## src/rtl/regs_pkg.sv

```systemverilog
// Address map and register widths for the PWM control/status register bank.
package regs_pkg;

   localparam int unsigned AddrWidth      = 6;
   localparam int unsigned DataWidth      = 8;
   localparam int unsigned PeriodWidth    = 16;
   localparam int unsigned CompareWidth   = 16;
   localparam int unsigned PrescaleWidth  = 8;
   localparam int unsigned FunctionsWidth = 2;

   localparam logic [AddrWidth-1:0] AddrPeriodLo   = 6'h00;
   localparam logic [AddrWidth-1:0] AddrPeriodHi   = 6'h01;
   localparam logic [AddrWidth-1:0] AddrEn         = 6'h02;
   localparam logic [AddrWidth-1:0] AddrCompare1Lo = 6'h03;
   localparam logic [AddrWidth-1:0] AddrCompare1Hi = 6'h04;
   localparam logic [AddrWidth-1:0] AddrCompare2Lo = 6'h05;
   localparam logic [AddrWidth-1:0] AddrCompare2Hi = 6'h06;
   localparam logic [AddrWidth-1:0] AddrCountReset = 6'h07;
   localparam logic [AddrWidth-1:0] AddrCounterLo  = 6'h08;
   localparam logic [AddrWidth-1:0] AddrCounterHi  = 6'h09;
   localparam logic [AddrWidth-1:0] AddrPrescale   = 6'h0A;
   localparam logic [AddrWidth-1:0] AddrUpNotDown  = 6'h0B;
   localparam logic [AddrWidth-1:0] AddrPwmEn      = 6'h0C;
   localparam logic [AddrWidth-1:0] AddrFunctions  = 6'h0D;

endpackage

```

## src/rtl/regs.sv

```systemverilog
// Host-bus register bank for the PWM generator: byte-wide writes into static
// control outputs, combinational read-back mux.
module regs
   import regs_pkg::*;
(
   input  logic                     clk,
   input  logic                     rst_n,
   input  logic                     read,
   input  logic                     write,
   input  logic [AddrWidth-1:0]     addr,
   input  logic [DataWidth-1:0]     data_write,
   output logic [DataWidth-1:0]     data_read,
   input  logic [15:0]              counter_val,
   output logic [PeriodWidth-1:0]   period,
   output logic                     en,
   output logic                     count_reset,
   output logic                     upnotdown,
   output logic [PrescaleWidth-1:0] prescale,
   output logic                     pwm_en,
   output logic [DataWidth-1:0]     functions,
   output logic [CompareWidth-1:0]  compare1,
   output logic [CompareWidth-1:0]  compare2
);

   logic [PeriodWidth-1:0]    period_q, period_d;
   logic [CompareWidth-1:0]   compare1_q, compare1_d;
   logic [CompareWidth-1:0]   compare2_q, compare2_d;
   logic [PrescaleWidth-1:0]  prescale_q, prescale_d;
   logic [FunctionsWidth-1:0] functions_q, functions_d;
   logic                      en_q, en_d;
   logic                      count_reset_q, count_reset_d;
   logic                      upnotdown_q, upnotdown_d;
   logic                      pwm_en_q, pwm_en_d;

   // Counter read-back is not routed in this revision.
   logic unused_counter_val;
   assign unused_counter_val = ^counter_val;

   // Each byte lane loads independently; no pairing of LSB/MSB writes.
   always_comb begin
      period_d      = period_q;
      compare1_d    = compare1_q;
      compare2_d    = compare2_q;
      prescale_d    = prescale_q;
      functions_d   = functions_q;
      en_d          = en_q;
      count_reset_d = count_reset_q;
      upnotdown_d   = upnotdown_q;
      pwm_en_d      = pwm_en_q;
      if (write) begin
         case (addr)
            AddrPeriodLo:   period_d[7:0]    = data_write;
            AddrPeriodHi:   period_d[15:8]   = data_write;
            AddrEn:         en_d             = data_write[0];
            AddrCompare1Lo: compare1_d[7:0]  = data_write;
            AddrCompare1Hi: compare1_d[15:8] = data_write;
            AddrCompare2Lo: compare2_d[7:0]  = data_write;
            AddrCompare2Hi: compare2_d[15:8] = data_write;
            AddrCountReset: count_reset_d    = data_write[0];
            AddrPrescale:   prescale_d       = data_write;
            AddrUpNotDown:  upnotdown_d      = data_write[0];
            AddrPwmEn:      pwm_en_d         = data_write[0];
            AddrFunctions:  functions_d      = data_write[FunctionsWidth-1:0];
            default: ;
         endcase
      end
   end

   // rst_n is active-high despite its name.
   always_ff @(posedge clk) begin
      if (rst_n) begin
         period_q      <= '0;
         compare1_q    <= '0;
         compare2_q    <= '0;
         prescale_q    <= '0;
         functions_q   <= '0;
         en_q          <= 1'b0;
         count_reset_q <= 1'b0;
         upnotdown_q   <= 1'b0;
         pwm_en_q      <= 1'b0;
      end else begin
         period_q      <= period_d;
         compare1_q    <= compare1_d;
         compare2_q    <= compare2_d;
         prescale_q    <= prescale_d;
         functions_q   <= functions_d;
         en_q          <= en_d;
         count_reset_q <= count_reset_d;
         upnotdown_q   <= upnotdown_d;
         pwm_en_q      <= pwm_en_d;
      end
   end

   always_comb begin
      data_read = '0;
      if (read) begin
         case (addr)
            AddrPeriodLo:   data_read = period_q[7:0];
            AddrPeriodHi:   data_read = period_q[15:8];
            AddrEn:         data_read = {7'b0, en_q};
            AddrCompare1Lo: data_read = compare1_q[7:0];
            AddrCompare1Hi: data_read = compare1_q[15:8];
            AddrCompare2Lo: data_read = compare2_q[7:0];
            AddrCompare2Hi: data_read = compare2_q[15:8];
            AddrCountReset: data_read = {7'b0, count_reset_q};
            AddrCounterLo:  data_read = '0;
            AddrCounterHi:  data_read = '0;
            AddrPrescale:   data_read = prescale_q;
            AddrUpNotDown:  data_read = {7'b0, upnotdown_q};
            AddrPwmEn:      data_read = {7'b0, pwm_en_q};
            AddrFunctions:  data_read = {{(DataWidth-FunctionsWidth){1'b0}}, functions_q};
            default:        data_read = '0;
         endcase
      end
   end

   assign period      = period_q;
   assign compare1    = compare1_q;
   assign compare2    = compare2_q;
   assign prescale    = prescale_q;
   assign functions   = {{(DataWidth-FunctionsWidth){1'b0}}, functions_q};
   assign en          = en_q;
   assign count_reset = count_reset_q;
   assign upnotdown   = upnotdown_q;
   assign pwm_en      = pwm_en_q;

endmodule

```

## config.mk

```make
export PLATFORM = sky130hd
export DESIGN_NAME = regs
export DESIGN_NICKNAME = d
export VERILOG_FILES = /design/src/rtl/regs_pkg.sv /design/src/rtl/regs.sv
export SDC_FILE = /design/constraint.sdc
export NUM_CORES = 1
export LEC_CHECK = 0
export BUFFER_PORTS_ARGS = -buffer_cell sky130_fd_sc_hd__buf_2
export CORE_MARGIN = 8
export CORE_UTILIZATION = 44
export DETAILED_ROUTE_END_ITERATION = 6
export GPL_ROUTABILITY_DRIVEN = 0
export PLACE_DENSITY_LB_ADDON = 0.08
export SYNTH_ARGS = -nofsm -noshare
export SYNTH_HDL_FRONTEND = slang
export SYNTH_SLANG_ARGS = --single-unit
```

## constraint.sdc

```tcl
create_clock -name clk -period 1.9 [get_ports clk]
set_clock_uncertainty 0.15 [all_clocks]
set_input_delay 0.38 -clock clk [delete_from_list [all_inputs] [get_ports clk]]
set_output_delay 0.38 -clock clk [all_outputs]
set_load 0.02 [all_outputs]
```

==> flow_summary.rst, run 1 <==
.. list-table::
   :header-rows: 1

   * - Metric
     - Value
   * - Worst-Skew Late Latency
     - 0.34 ns
   * - Horizontal die dimension
     - 98.10 µm
   * - Number of hold-slack violations in the final timing report
     - 0
   * - Number of standard cells after synthesis
     - 332
   * - Largest area contributor in the netlist
     - sky130_fd_sc_hd__dfxtp_1
   * - Total clock sinks
     - 62
   * - CP Class
     - in -> out
   * - Critical path arrival
     - 1.73 ns
   * - RSZ-0062 raised after global routing
     - yes
   * - Dominant cells by area after synthesis
     - sky130_fd_sc_hd__dfxtp_1, sky130_fd_sc_hd__mux2i_1, sky130_fd_sc_hd__nand3_1
   * - Area of the mapped netlist
     - 2965 µm²
   * - Tightest hold margin
     - 0.2156 ns
   * - IO Pins
     - 110
   * - Global-route met1 utilization
     - 23.98%
   * - Number of rows created at floorplan
     - 30
   * - Vias per Instance
     - 5.545
   * - Die footprint
     - 9623 µm²
   * - Hold Path Class
     - in -> reg
   * - Most common cell after layout, fill and taps aside
     - sky130_fd_sc_hd__buf_2
   * - Met2 Resource Use GR
     - 33.61%
   * - R2R depth
     - 2
   * - Wire length of the first global-routing pass
     - 15570 µm
   * - Tot Pwr
     - 2.748 mW
   * - Initial cell density of the core
     - 44.63%
   * - Reg2Reg Capture Point
     - period[0]
   * - Max rail drop VDD
     - 457.8 µV
   * - Post-synthesis sequential element count
     - 62
   * - Height of the chip
     - 98.10 µm
   * - Clk buf depth
     - 2
   * - Final setup fails
     - 8
   * - Antenna violations before repair
     - 0
   * - Growth of design area from synthesis to finish
     - 43.16%
   * - Number of clock buffers inserted by TritonCTS
     - 9
   * - Most frequent cells in the layout
     - sky130_fd_sc_hd__buf_2, sky130_fd_sc_hd__dfxtp_1, sky130_fd_sc_hd__buf_4
   * - Met3 track demand over resource
     - 6.472%
   * - Final Critical Period
     - 2.261 ns
   * - Data required time at the worst endpoint
     - 1.37 ns
   * - Post-synth cell types
     - 40
   * - Number of maximum-capacitance violations
     - 0
   * - Leakage power total
     - 1.995 nW
   * - Violation count after the first detailed-routing iteration
     - 214
   * - Via count
     - 2989
   * - CORE AREA
     - 6644 µm²
   * - Total half-perimeter wirelength after legalization and detailed placement
     - 6812 µm
   * - Flop-to-flop setup slack
     - 1.05 ns
   * - Count of input and output buffers
     - 87
   * - Overflow left after global routing
     - 0
   * - CTS tree
     - built
   * - Proportion of netlist area held by the largest area contributor
     - 41.86%
   * - Share of the cycle needed by the critical path after routing
     - 119.0%
   * - Maximum operating frequency
     - 442.2 MHz
   * - Fraction of the yosys area taken by sequential cells
     - 41.86%
   * - Violations in the final reports
     - negative setup slack
   * - P per Cell Area
     - 647.3 nW/µm²
   * - Final count of pins violating max slew
     - 0
   * - Final Worst Setup Slack
     - -0.3612 ns
   * - # nets final
     - 488
   * - Remaining routing DRC violations
     - 0
   * - # H-tree levels
     - 3
   * - Maximum number of pins on one net before global-route repair
     - 63
   * - Post-DRT Antenna Nets
     - 0
   * - Worst r2r src
     - period[0]
   * - TritonRoute pass-1 iters
     - 5
   * - Clock Tree Root
     - sky130_fd_sc_hd__clkbuf_8
   * - Antenna cell count
     - 0
   * - Post-synth ARST share
     - 0%
   * - Ratio of cells with drive above 1 in the final layout
     - 40.52%
   * - Number of global-route vias before repair
     - 3026
   * - Post-synthesis area per instance
     - 8.932 µm²
   * - Register clock-pin slew on the reported worst setup and hold paths
     - 0.07 ns
   * - Number of enable-type register cells in the synthesized netlist
     - 0
   * - Startpoint of the most critical hold path
     - data_write[4]
   * - Warnings, synthesis
     - 0
   * - Routed Wire Length
     - 9769 µm
   * - Endpoint class of the critical path
     - output pin
   * - Kind of start point of the critical path
     - input pin
   * - Maximum fanout encountered on the critical timing path
     - 7
   * - GRT Util Overall
     - 20.26%
   * - Status
     - finished with violations
   * - Hold bufs inserted after CTS
     - 0
   * - Mean routed wirelength per cell
     - 18.12 µm
   * - Hold Path Sink
     - prescale[4]
   * - Commonest register cell after synthesis
     - sky130_fd_sc_hd__dfxtp_1
   * - Min-Delay Path Depth
     - 3
   * - GRT busiest layer
     - met2
[cells in the mapped netlist, types with 2 or more instances]
| library cell | number |
|---|---|
| sky130_fd_sc_hd__a21oi_1 | 37 |
| sky130_fd_sc_hd__a222oi_1 | 5 |
| sky130_fd_sc_hd__a22oi_1 | 6 |
| sky130_fd_sc_hd__a22oi_2 | 2 |
| sky130_fd_sc_hd__a31oi_1 | 2 |
| sky130_fd_sc_hd__a32oi_1 | 3 |
| sky130_fd_sc_hd__and2_1 | 4 |
| sky130_fd_sc_hd__and3_1 | 2 |
| sky130_fd_sc_hd__buf_2 | 9 |
| sky130_fd_sc_hd__buf_4 | 8 |
| sky130_fd_sc_hd__buf_6 | 4 |
| sky130_fd_sc_hd__buf_8 | 2 |
| sky130_fd_sc_hd__clkbuf_1 | 8 |
| sky130_fd_sc_hd__dfxtp_1 | 62 |
| sky130_fd_sc_hd__mux2i_1 | 38 |
| sky130_fd_sc_hd__nand2_1 | 33 |
| sky130_fd_sc_hd__nand3_1 | 43 |
| sky130_fd_sc_hd__nand3_2 | 3 |
| sky130_fd_sc_hd__nor2_1 | 32 |
| sky130_fd_sc_hd__nor2b_1 | 4 |
| sky130_fd_sc_hd__o2bb2ai_1 | 6 |
[critical path, stage by stage]
cell                       delay, ns
sky130_fd_sc_hd__buf_12         0.11
sky130_fd_sc_hd__nor4_4         0.33
sky130_fd_sc_hd__buf_4          0.20
sky130_fd_sc_hd__and2_4         0.16
sky130_fd_sc_hd__buf_12         0.12
sky130_fd_sc_hd__a222oi_1       0.12
sky130_fd_sc_hd__a21oi_2        0.16
sky130_fd_sc_hd__buf_4          0.15
[registers in the layout (all words and copies together) (netlist names)]
signal and cells:
period 16, compare1 16, upnotdown 1, prescale 8
pwm_en 1, count_reset 1, compare2 16, en 1
functions_q 2
[metal layers]
layer	routed length (µm)	vias to the layer above
met5	0	-
met3	774	16
met4	153	0
li1	-	1434
met1	4093	1421
met2	4748	118
[cell families after synthesis]
logic type / synth area share [%]
AOI/OAI and AO/OA: 15.40
buffers and inverters: 7.384
DFF: 41.86
muxes: 13.21
other: 0.1265
and+or+nand+nor: 22.03
[worst max-delay path by stage]
| stage | cells past startpoint | slack, ns | startpoint | to |
|---|---|---|---|---|
| floorplan | 6 | -0.24 | addr[3] | data_read[1] |
| global placement | 6 | -0.46 | addr[5] | data_read[6] |
| detailed placement | 7 | -0.49 | addr[1] | data_read[0] |
| CTS | 8 | -0.34 | addr[3] | data_read[0] |
| global route | 8 | -0.41 | addr[3] | data_read[2] |
| finish | 8 | -0.36 | addr[3] | data_read[2] |
[power breakdown]
part	total (mW)	leakage, nW	internal (mW)	switching (mW)
clock network	1.19	0.0996	0.677	0.511
logic	0.251	1.40	0.0974	0.154
registers	1.31	0.499	1.30	0.00438
[metrics by stage]
step | instance area (µm²) | worst slack [ns] | util, % | std cells | TNS, ns
6_report | 4245 | -0.3612 | 63.90 | 539 | -2.787
5_1_grt | 4245 | -0.4131 | 63.90 | 539 | -3.173
4_1_cts | 4188 | -0.3376 | 63.03 | 537 | -2.607
3_5_place_dp | 3776 | -0.4911 | 56.84 | 511 | -7.297
3_3_place_gp | 3776 | -0.4592 | 56.84 | 511 | -7.210
2_1_floorplan | 3102 | -0.2444 | - | 337 | -1.176
[what timing repair did]
action | 4_1_cts | 5_1_grt
endpoints found under the setup margin | 8 | 8
resized for setup | 34 | 7
pin swaps | 16 | 8
gates cloned | 1 | 0
setup buffers | 10 | 2
[final cells by class]
class	instances	area, µm²
multi-input cells	242	1683
fillers	590	2399
clock buffers	13	158.9
repair buffers	139	1020
well taps	80	100.1
clock inverters	3	42.54
flip-flops and latches	62	1241
(Power assumes the default switching activity.)
==> run 2, diff against run 1 <==
--- a/config.mk
+++ b/config.mk
@@ -11,6 +11,7 @@
 export DETAILED_ROUTE_END_ITERATION = 6
 export GPL_ROUTABILITY_DRIVEN = 0
 export PLACE_DENSITY_LB_ADDON = 0.08
+export REMOVE_ABC_BUFFERS = 1
 export SYNTH_ARGS = -nofsm -noshare
 export SYNTH_HDL_FRONTEND = slang
 export SYNTH_SLANG_ARGS = --single-unit
==> run 2 against run 1 <==
  * The flow still finishes with violations (negative setup slack)
  * Power rose by 10%
  * Largest power group is now clock
  * Setup slack improved by 0.027 ns
  * Critical endpoint is now data_read[3]
  * Clock power rose by 24%
  * Sequential power barely moved
  * Design area fell by 0.74%
  * Register-to-register slack improved by 0.02 ns
  * First-iteration DRC count fell by 20%
==> flow_summary.rst, run 2 (synthesis results as in run 1) <==
.. list-table::
   :header-rows: 1

   * - Metric
     - Value
   * - Via count
     - 2992 (was 2989)
   * - Status
     - finished with violations (unchanged)
   * - Critical-path cell with the highest stage delay
     - sky130_fd_sc_hd__nor4_4 (unchanged)
   * - Routed Wire Length
     - 9841 µm (was 9769 µm)
   * - Horizontal die dimension
     - 98.10 µm (unchanged)
   * - Wire length of the first global-routing pass
     - 15820 µm (was 15570 µm)
   * - Post-route standard cell area excluding fillers
     - 4214 µm² (was 4245 µm²)
   * - Worst-Skew Late Latency
     - 0.33 ns (was 0.34 ns)
   * - CP Class
     - in -> out (unchanged)
   * - Post-DRT Antenna Nets
     - 0 (unchanged)
   * - Kind of start point of the critical path
     - input pin (unchanged)
   * - Internal Power
     - 2.353 mW (was 2.079 mW)
   * - Total area of sequential cells
     - 1241 µm² (unchanged)
   * - Final instance count without filler cells
     - 542 (was 539)
   * - Total half-perimeter wirelength after legalization and detailed placement
     - 7030 µm (was 6812 µm)
   * - # nets final
     - 491 (was 488)
   * - Most frequent cells in the layout
     - sky130_fd_sc_hd__buf_2, sky130_fd_sc_hd__dfxtp_1, sky130_fd_sc_hd__buf_4 (unchanged)
   * - Violation count after the first detailed-routing iteration
     - 172 (was 214)
   * - Ratio of cells with drive above 1 in the final layout
     - 38.96% (was 40.52%)
   * - Hold bufs inserted after CTS
     - 0 (unchanged)
   * - RSZ-0062 raised after global routing
     - yes (unchanged)
   * - Maximum operating frequency
     - 447.6 MHz (was 442.2 MHz)
   * - Violations in the final reports
     - negative setup slack (unchanged)
   * - Final Critical Period
     - 2.234 ns (was 2.261 ns)
   * - Post-Place Setup Slack
     - -0.4386 ns (was -0.4911 ns)
   * - Overflow left after global routing
     - 0 (unchanged)
   * - Number of buffer and inverter stages on the critical path
     - 5 (was 4)
   * - # H-tree levels
     - 3 (unchanged)
   * - Area of the multi-input gates
     - 1579 µm² (was 1683 µm²)
   * - Most common cell after layout, fill and taps aside
     - sky130_fd_sc_hd__buf_2 (unchanged)
   * - Hold Path Class
     - in -> reg (unchanged)
   * - Endpoint class of the critical path
     - output pin (unchanged)
   * - Area of placed instances
     - 3679 µm² (was 3776 µm²)
   * - Antenna cell count
     - 0 (unchanged)
   * - Top Metal Used
     - met4 (unchanged)
   * - Number of maximum-capacitance violations
     - 0 (unchanged)
   * - Final setup fails
     - 8 (unchanged)
   * - Data required time at the worst endpoint
     - 1.37 ns (about the same)
   * - IO Pins
     - 110 (unchanged)
   * - Cell total after placement
     - 513 (was 511)
   * - Maximum fanout encountered on the critical timing path
     - 5 (was 7)
   * - Share of the cycle needed by the critical path after routing
     - 117.6% (was 119.0%)
   * - GRT Util Overall
     - 20.47% (was 20.26%)
   * - Remaining routing DRC violations
     - 0 (unchanged)
   * - Number of clock buffers inserted by TritonCTS
     - 9 (unchanged)
   * - Slowest stage delay, CP
     - 0.26 ns (was 0.33 ns)
   * - Register clock-pin slew on the reported worst setup and hold paths
     - 0.07 ns (about the same)
   * - Fraction of power consumed by combinational cells
     - 8.4% (was 9.1%)
   * - Mean routed wirelength per cell
     - 18.16 µm (was 18.12 µm)
   * - Growth of design area from synthesis to finish
     - 42.11% (was 43.16%)
   * - Max rail drop VDD
     - 448.4 µV (was 457.8 µV)
   * - TritonRoute pass-1 iters
     - 6 (was 5)
   * - Routed metal-1 wire length
     - 4175 µm (was 4093 µm)
   * - P per Cell Area
     - 720.3 nW/µm² (was 647.3 nW/µm²)
   * - Leakage power total
     - 2.019 nW (was 1.995 nW)
   * - Number of fill cells
     - 607 (was 590)
   * - Total Neg Setup Slack
     - -2.416 ns (was -2.787 ns)
   * - Flop-to-flop setup slack
     - 1.07 ns (was 1.05 ns)
   * - Clock network power share
     - 48.5% (was 43.2%)
   * - Antenna violations before repair
     - 0 (unchanged)
   * - CORE AREA
     - 6644 µm² (unchanged)
   * - Met2 Wirelength
     - 4936 µm (was 4748 µm)
   * - Number of hold-slack violations in the final timing report
     - 0 (unchanged)
   * - Clock Tree Root
     - sky130_fd_sc_hd__clkbuf_8 (unchanged)
   * - Switching power total
     - 0.6824 mW (was 0.6692 mW)
   * - Cell occurring most often along the worst timing path
     - sky130_fd_sc_hd__buf_4
   * - Final Worst Setup Slack
     - -0.3340 ns (was -0.3612 ns)
   * - Vias per Instance
     - 5.520 (was 5.545)
   * - Cells along the critical path
     - buf_8, nor4_4, buf_4, and2_4, buf_4, buf_4, a222oi_1, a21oi_1, buf_4 (was buf_12, nor4_4, buf_4, and2_4, buf_12, a222oi_1, a21oi_2, buf_4)
   * - Count of input and output buffers
     - 87 (unchanged)
   * - Total clock sinks
     - 62 (unchanged)
   * - Category of cells accounting for the largest share of critical-path delay
     - buffers and inverters (unchanged)
   * - Register share of total power
     - 43.1% (was 47.6%)
   * - Clk buf depth
     - 2 (unchanged)
   * - Metal3 WL
     - 603 µm (was 774 µm)
   * - CTS tree
     - built (unchanged)
   * - Number of rows created at floorplan
     - 30 (unchanged)
   * - Number of global-route vias before repair
     - 3075 (was 3026)
   * - Switching part of the total power
     - 22.48% (was 24.35%)
   * - Die footprint
     - 9623 µm² (unchanged)
   * - Final count of pins violating max slew
     - 0 (unchanged)
   * - Initial cell density of the core
     - 44.63% (unchanged)
   * - Height of the chip
     - 98.10 µm (unchanged)
   * - Maximum number of pins on one net before global-route repair
     - 45 (was 63)
   * - Critical path arrival
     - 1.70 ns (was 1.73 ns)
   * - Post-Route Utilization
     - 63.43% (was 63.90%)
run 2: area by class of cell:
class / instances / share of cell area, %
multi-input cells: 242 / 37.47
flip-flops and latches: 62 / 29.45
repair buffers: 142 / 24.61
clock buffers: 11 / 3.593
clock inverters: 5 / 2.494
well taps: 80 / 2.375
run 2: final timing paths:
path	cells after the start	to	startpoint
max	9	data_read[3]	addr[2]
min	3	period[15]	data_write[7]
max reg2reg	2	period[0]	period[0]
min reg2reg	2	prescale[3]	prescale[3]
run 2: layer usage:
layer,up-vias,track usage [%]
li1,1437,-
met1,1443,23.75
met2,101,35.35
met3,11,5.761
met4,0,6.595
met5,-,0
run 2: timing repair:
item | in CTS | in global routing
pin swaps | 7 | 9
buffers inserted | 8 | 4
gates resized for setup | 40 | 5
setup endpoints to repair | 8 | 8
gates cloned | 0 | 1
run 2: stage by stage:
stage,hold slack (ns),power [mW]
finish,0.2158,3.035
global route,0.2194,3.140
CTS,0.2053,3.054
detailed placement,0.3157,1.555
global placement,0.3095,1.554
floorplan,0.2991,1.399
run 2: tightest hold or removal path: stages:
cell                      delay [ns]
sky130_fd_sc_hd__buf_2          0.14
sky130_fd_sc_hd__nand3_1        0.07
sky130_fd_sc_hd__a21oi_1        0.05
run 2: power by group through the flow:
stage                     combinational (mW)  sequential (mW)  clock (mW)
after floorplan                       0.0548             1.34           0
after global placement                 0.215             1.34           0
after detailed placement               0.216             1.34           0
after CTS                              0.247             1.31        1.50
after global routing                   0.272             1.31        1.56
final                                  0.255             1.31        1.47
==> run 3, diff against run 2 <==
--- a/config.mk
+++ b/config.mk
@@ -5,13 +5,14 @@
 export SDC_FILE = /design/constraint.sdc
 export NUM_CORES = 1
 export LEC_CHECK = 0
+export ABC_AREA = 1
 export BUFFER_PORTS_ARGS = -buffer_cell sky130_fd_sc_hd__buf_2
-export CORE_MARGIN = 8
 export CORE_UTILIZATION = 44
 export DETAILED_ROUTE_END_ITERATION = 6
 export GPL_ROUTABILITY_DRIVEN = 0
 export PLACE_DENSITY_LB_ADDON = 0.08
 export REMOVE_ABC_BUFFERS = 1
+export SKIP_CTS_REPAIR_TIMING = 1
 export SYNTH_ARGS = -nofsm -noshare
 export SYNTH_HDL_FRONTEND = slang
 export SYNTH_SLANG_ARGS = --single-unit
==> run 3 against run 2 <==
  * The flow finishes with violations (design-rule violations, negative setup slack)
  * Synthesized area is 0.46% higher
  * Maximum frequency is 1.3% higher
  * Critical path depth stayed put
  * Register-to-register slack hardly changed
  * Worst hold slack better by 0.027 ns
==> flow_summary.rst, run 3 <==
.. list-table::
   :header-rows: 1

   * - Metric
     - Value
   * - Cells along the critical path
     - buf_8, nor2_4, nand2_4, nor2_4, nand2_2, nand2_2, nor2_2, a21oi_2, buf_4 (was buf_8, nor4_4, buf_4, and2_4, buf_4, buf_4, a222oi_1, a21oi_1, buf_4)
   * - Final count of pins violating max slew
     - 0 (unchanged)
   * - Worst slew margin relative to its limit
     - 61.11%
   * - Horizontal die dimension
     - 84.29 µm (was 98.10 µm)
   * - Final Worst Setup Slack
     - -0.3046 ns (was -0.3340 ns)
   * - Final Critical Period
     - 2.205 ns (was 2.234 ns)
   * - # nets final
     - 586 (was 491)
   * - GRT Util Overall
     - 26.89% (was 20.47%)
   * - Fraction of power consumed by combinational cells
     - 7.6% (was 8.4%)
   * - Initial cell density of the core
     - 46.13% (was 44.63%)
   * - Ranking of synthesized cells by instance count
     - sky130_fd_sc_hd__nand2_1, sky130_fd_sc_hd__a21oi_1, sky130_fd_sc_hd__dfxtp_1 (was sky130_fd_sc_hd__dfxtp_1, sky130_fd_sc_hd__nand3_1, sky130_fd_sc_hd__mux2i_1)
   * - Total half-perimeter wirelength after legalization and detailed placement
     - 6845 µm (was 7030 µm)
   * - Number of global-route vias before repair
     - 2939 (was 3075)
   * - Antenna violations before repair
     - 0 (unchanged)
   * - Slowest stage delay, CP
     - 0.30 ns (was 0.26 ns)
   * - Antenna cell count
     - 0 (unchanged)
   * - Register clock-pin slew on the reported worst setup and hold paths
     - 0.07 ns (about the same)
   * - Via count
     - 3254 (was 2992)
   * - Area of the mapped netlist
     - 2979 µm² (was 2965 µm²)
   * - Vias per Instance
     - 5.132 (was 5.520)
   * - Overflow left after global routing
     - 0 (unchanged)
   * - Final setup fails
     - 8 (unchanged)
   * - Number of maximum-capacitance violations
     - 0 (unchanged)
   * - CORE AREA
     - 6459 µm² (was 6644 µm²)
   * - Worst-margin pin slew
     - 0.5834 ns
   * - Tightest hold margin
     - 0.2432 ns (was 0.2158 ns)
   * - Max rail drop VDD
     - 443.4 µV (was 448.4 µV)
   * - RSZ-0062 raised after global routing
     - yes (unchanged)
   * - Category of cells accounting for the largest share of critical-path delay
     - simple AND/OR/NAND/NOR gates (was buffers and inverters)
   * - Maximum fanout encountered on the critical timing path
     - 8 (was 5)
   * - TritonRoute pass-1 iters
     - 7 (was 6)
   * - Post-DRT Antenna Nets
     - 0 (unchanged)
   * - Number of clock buffers inserted by TritonCTS
     - 9 (unchanged)
   * - Post-synth cell types
     - 25 (was 40)
   * - Leakage power total
     - 1.907 nW (was 2.019 nW)
   * - Register share of total power
     - 46.4% (was 43.1%)
   * - Number of fill cells
     - 629 (was 607)
   * - Number of rows created at floorplan
     - 29 (was 30)
   * - Most frequent cells in the layout
     - sky130_fd_sc_hd__nand2_1, sky130_fd_sc_hd__buf_2, sky130_fd_sc_hd__a21oi_1, sky130_fd_sc_hd__dfxtp_1, sky130_fd_sc_hd__buf_4 (was sky130_fd_sc_hd__buf_2, sky130_fd_sc_hd__dfxtp_1, sky130_fd_sc_hd__buf_4)
   * - Dominant cells by area after synthesis
     - sky130_fd_sc_hd__dfxtp_1, sky130_fd_sc_hd__nand2_1, sky130_fd_sc_hd__a21oi_1 (was sky130_fd_sc_hd__dfxtp_1, sky130_fd_sc_hd__mux2i_1, sky130_fd_sc_hd__nand3_1)
   * - Most common cell after layout, fill and taps aside
     - sky130_fd_sc_hd__nand2_1 (was sky130_fd_sc_hd__buf_2)
   * - Violations in the final reports
     - design-rule violations, negative setup slack (was negative setup slack)
   * - Number of buffer and inverter stages on the critical path
     - 2 (was 5)
   * - Mean routed wirelength per cell
     - 14.77 µm (was 18.16 µm)
   * - Largest area contributor in the netlist
     - sky130_fd_sc_hd__dfxtp_1 (unchanged)
   * - Warnings, synthesis
     - 0 (unchanged)
   * - Clk buf depth
     - 2 (unchanged)
   * - Fraction of the yosys area taken by sequential cells
     - 41.66% (was 41.86%)
   * - Data required time at the worst endpoint
     - 1.37 ns (about the same)
   * - Commonest register cell after synthesis
     - sky130_fd_sc_hd__dfxtp_1 (unchanged)
   * - Post-synthesis sequential element count
     - 62 (unchanged)
   * - Number of hold-slack violations in the final timing report
     - 0 (unchanged)
   * - Hold Path Class
     - in -> reg (unchanged)
   * - Violation count after the first detailed-routing iteration
     - 180 (was 172)
   * - Wire length of the first global-routing pass
     - 14710 µm (was 15820 µm)
   * - Number of enable-type register cells in the synthesized netlist
     - 0 (unchanged)
   * - IO Pins
     - 110 (unchanged)
   * - Routed Wire Length
     - 9363 µm (was 9841 µm)
   * - Switching part of the total power
     - 24.17% (was 22.48%)
   * - Maximum operating frequency
     - 453.6 MHz (was 447.6 MHz)
   * - Post-Place Setup Slack
     - -0.3154 ns (was -0.4386 ns)
   * - Proportion of netlist area held by the largest area contributor
     - 41.66% (was 41.86%)
   * - Internal Power
     - 2.140 mW (was 2.353 mW)
   * - Post-synthesis area per instance
     - 6.833 µm² (was 8.932 µm²)
   * - Maximum number of pins on one net before global-route repair
     - 28 (was 45)
   * - Remaining routing DRC violations
     - 14 (was 0)
   * - Height of the chip
     - 84.29 µm (was 98.10 µm)
   * - Post-synth ARST share
     - 0% (unchanged)
   * - Die footprint
     - 7104 µm² (was 9623 µm²)
   * - Critical-path cell with the highest stage delay
     - sky130_fd_sc_hd__nor2_4 (was sky130_fd_sc_hd__nor4_4)
   * - Kind of start point of the critical path
     - input pin (unchanged)
   * - CP Class
     - in -> out (unchanged)
   * - Clock network power share
     - 46.0% (was 48.5%)
   * - Critical path arrival
     - 1.67 ns (was 1.70 ns)
   * - Share of the cycle needed by the critical path after routing
     - 116.0% (was 117.6%)
   * - # H-tree levels
     - 3 (unchanged)
   * - Status
     - finished with violations (unchanged)
   * - CTS tree
     - built (unchanged)
   * - Switching power total
     - 0.6821 mW (was 0.6824 mW)
   * - Ratio of cells with drive above 1 in the final layout
     - 33.39% (was 38.96%)
   * - Total clock sinks
     - 62 (unchanged)
   * - Growth of design area from synthesis to finish
     - 34.61% (was 42.11%)
   * - Library cell with the highest instance count after synthesis
     - sky130_fd_sc_hd__nand2_1 (was sky130_fd_sc_hd__dfxtp_1)
   * - Endpoint class of the critical path
     - output pin (unchanged)
   * - Number of standard cells after synthesis
     - 436 (was 332)
   * - P per Cell Area
     - 703.8 nW/µm² (was 720.3 nW/µm²)
   * - Worst-Skew Late Latency
     - 0.33 ns (about the same)
   * - Clock Tree Root
     - sky130_fd_sc_hd__clkbuf_8 (unchanged)
   * - Count of input and output buffers
     - 87 (unchanged)
-- run 3: cell types whose count changed after synthesis, moves of 9 or more --
cell / before / now
sky130_fd_sc_hd__nand2_1: 33 / 194
sky130_fd_sc_hd__nor2_1: 32 / 23
sky130_fd_sc_hd__a21oi_1: 37 / 70
sky130_fd_sc_hd__nand3_1: 43 / 11
sky130_fd_sc_hd__inv_1: 0 / 15
sky130_fd_sc_hd__mux2i_1: 38 / 0
-- run 3: power groups by stage --
stage	combinational (mW)	clock, mW	sequential, mW
finish	0.215	1.30	1.31
global route	0.229	1.38	1.31
CTS	0.204	1.31	1.31
detailed placement	0.203	0	1.34
global placement	0.201	0	1.34
floorplan	0.0632	0	1.34
-- run 3: tightest hold or removal path, stage by stage --
cell,delay (ns)
sky130_fd_sc_hd__buf_2,0.16
sky130_fd_sc_hd__nand2_1,0.08
sky130_fd_sc_hd__a21oi_1,0.05
-- run 3: logic make-up after synthesis --
kind of cell	share of synthesized area, %
buffers and inverters	6.635
other	0.1259
AND/OR/NAND/NOR	38.85
AO/OA/AOI/OAI	12.73
flip-flops	41.66
-- run 3: path summary, 6_finish.rpt --
path	from	to	slack, ns	cells past startpoint
setup / recovery	addr[4]	data_read[5]	-0.30	9
hold / removal	data_write[4]	compare1[4]	0.24	3
setup reg to reg	prescale[5]	prescale[5]	1.06	2
hold reg to reg	upnotdown	upnotdown	0.33	2
-- run 3: cell type report --
class	count	area, µm²	share of cell area [%]
multi-input cells	338	1629	40.62
flip-flops and latches	62	1241	30.95
repair buffers	117	716.9	17.88
clock buffers	10	137.6	3.432
inverters	24	103.9	2.590
well taps	77	96.34	2.402
clock inverters	6	85.08	2.122
-- run 3: stage by stage --
| step | util, % | cell area (µm²) | instances | power (mW) | setup TNS (ns) |
|---|---|---|---|---|---|
| finish | 62.09 | 4010 | 634 | 2.822 | -2.182 |
| CTS | 59.74 | 3859 | 629 | 2.822 | -2.172 |
| detailed placement | 56.30 | 3636 | 613 | 1.542 | -2.122 |
| global route | 62.09 | 4010 | 634 | 2.920 | -2.865 |
| global placement | 56.30 | 3636 | 613 | 1.540 | -2.136 |
| floorplan | - | 2904 | 424 | 1.408 | -0.2941 |
-- run 3: per-layer routing --
metal  share of wire, %  vias to the layer above  wire length [µm]  global-route usage, %
li1                   -                     1620                 -                      -
met1                 47                     1507              4355                  37.19
met2                 46                      117              4288                  42.25
met3                6.3                       10               589                  5.998
met4                1.4                        0               129                  7.524
met5                  0                        -                 0                      0
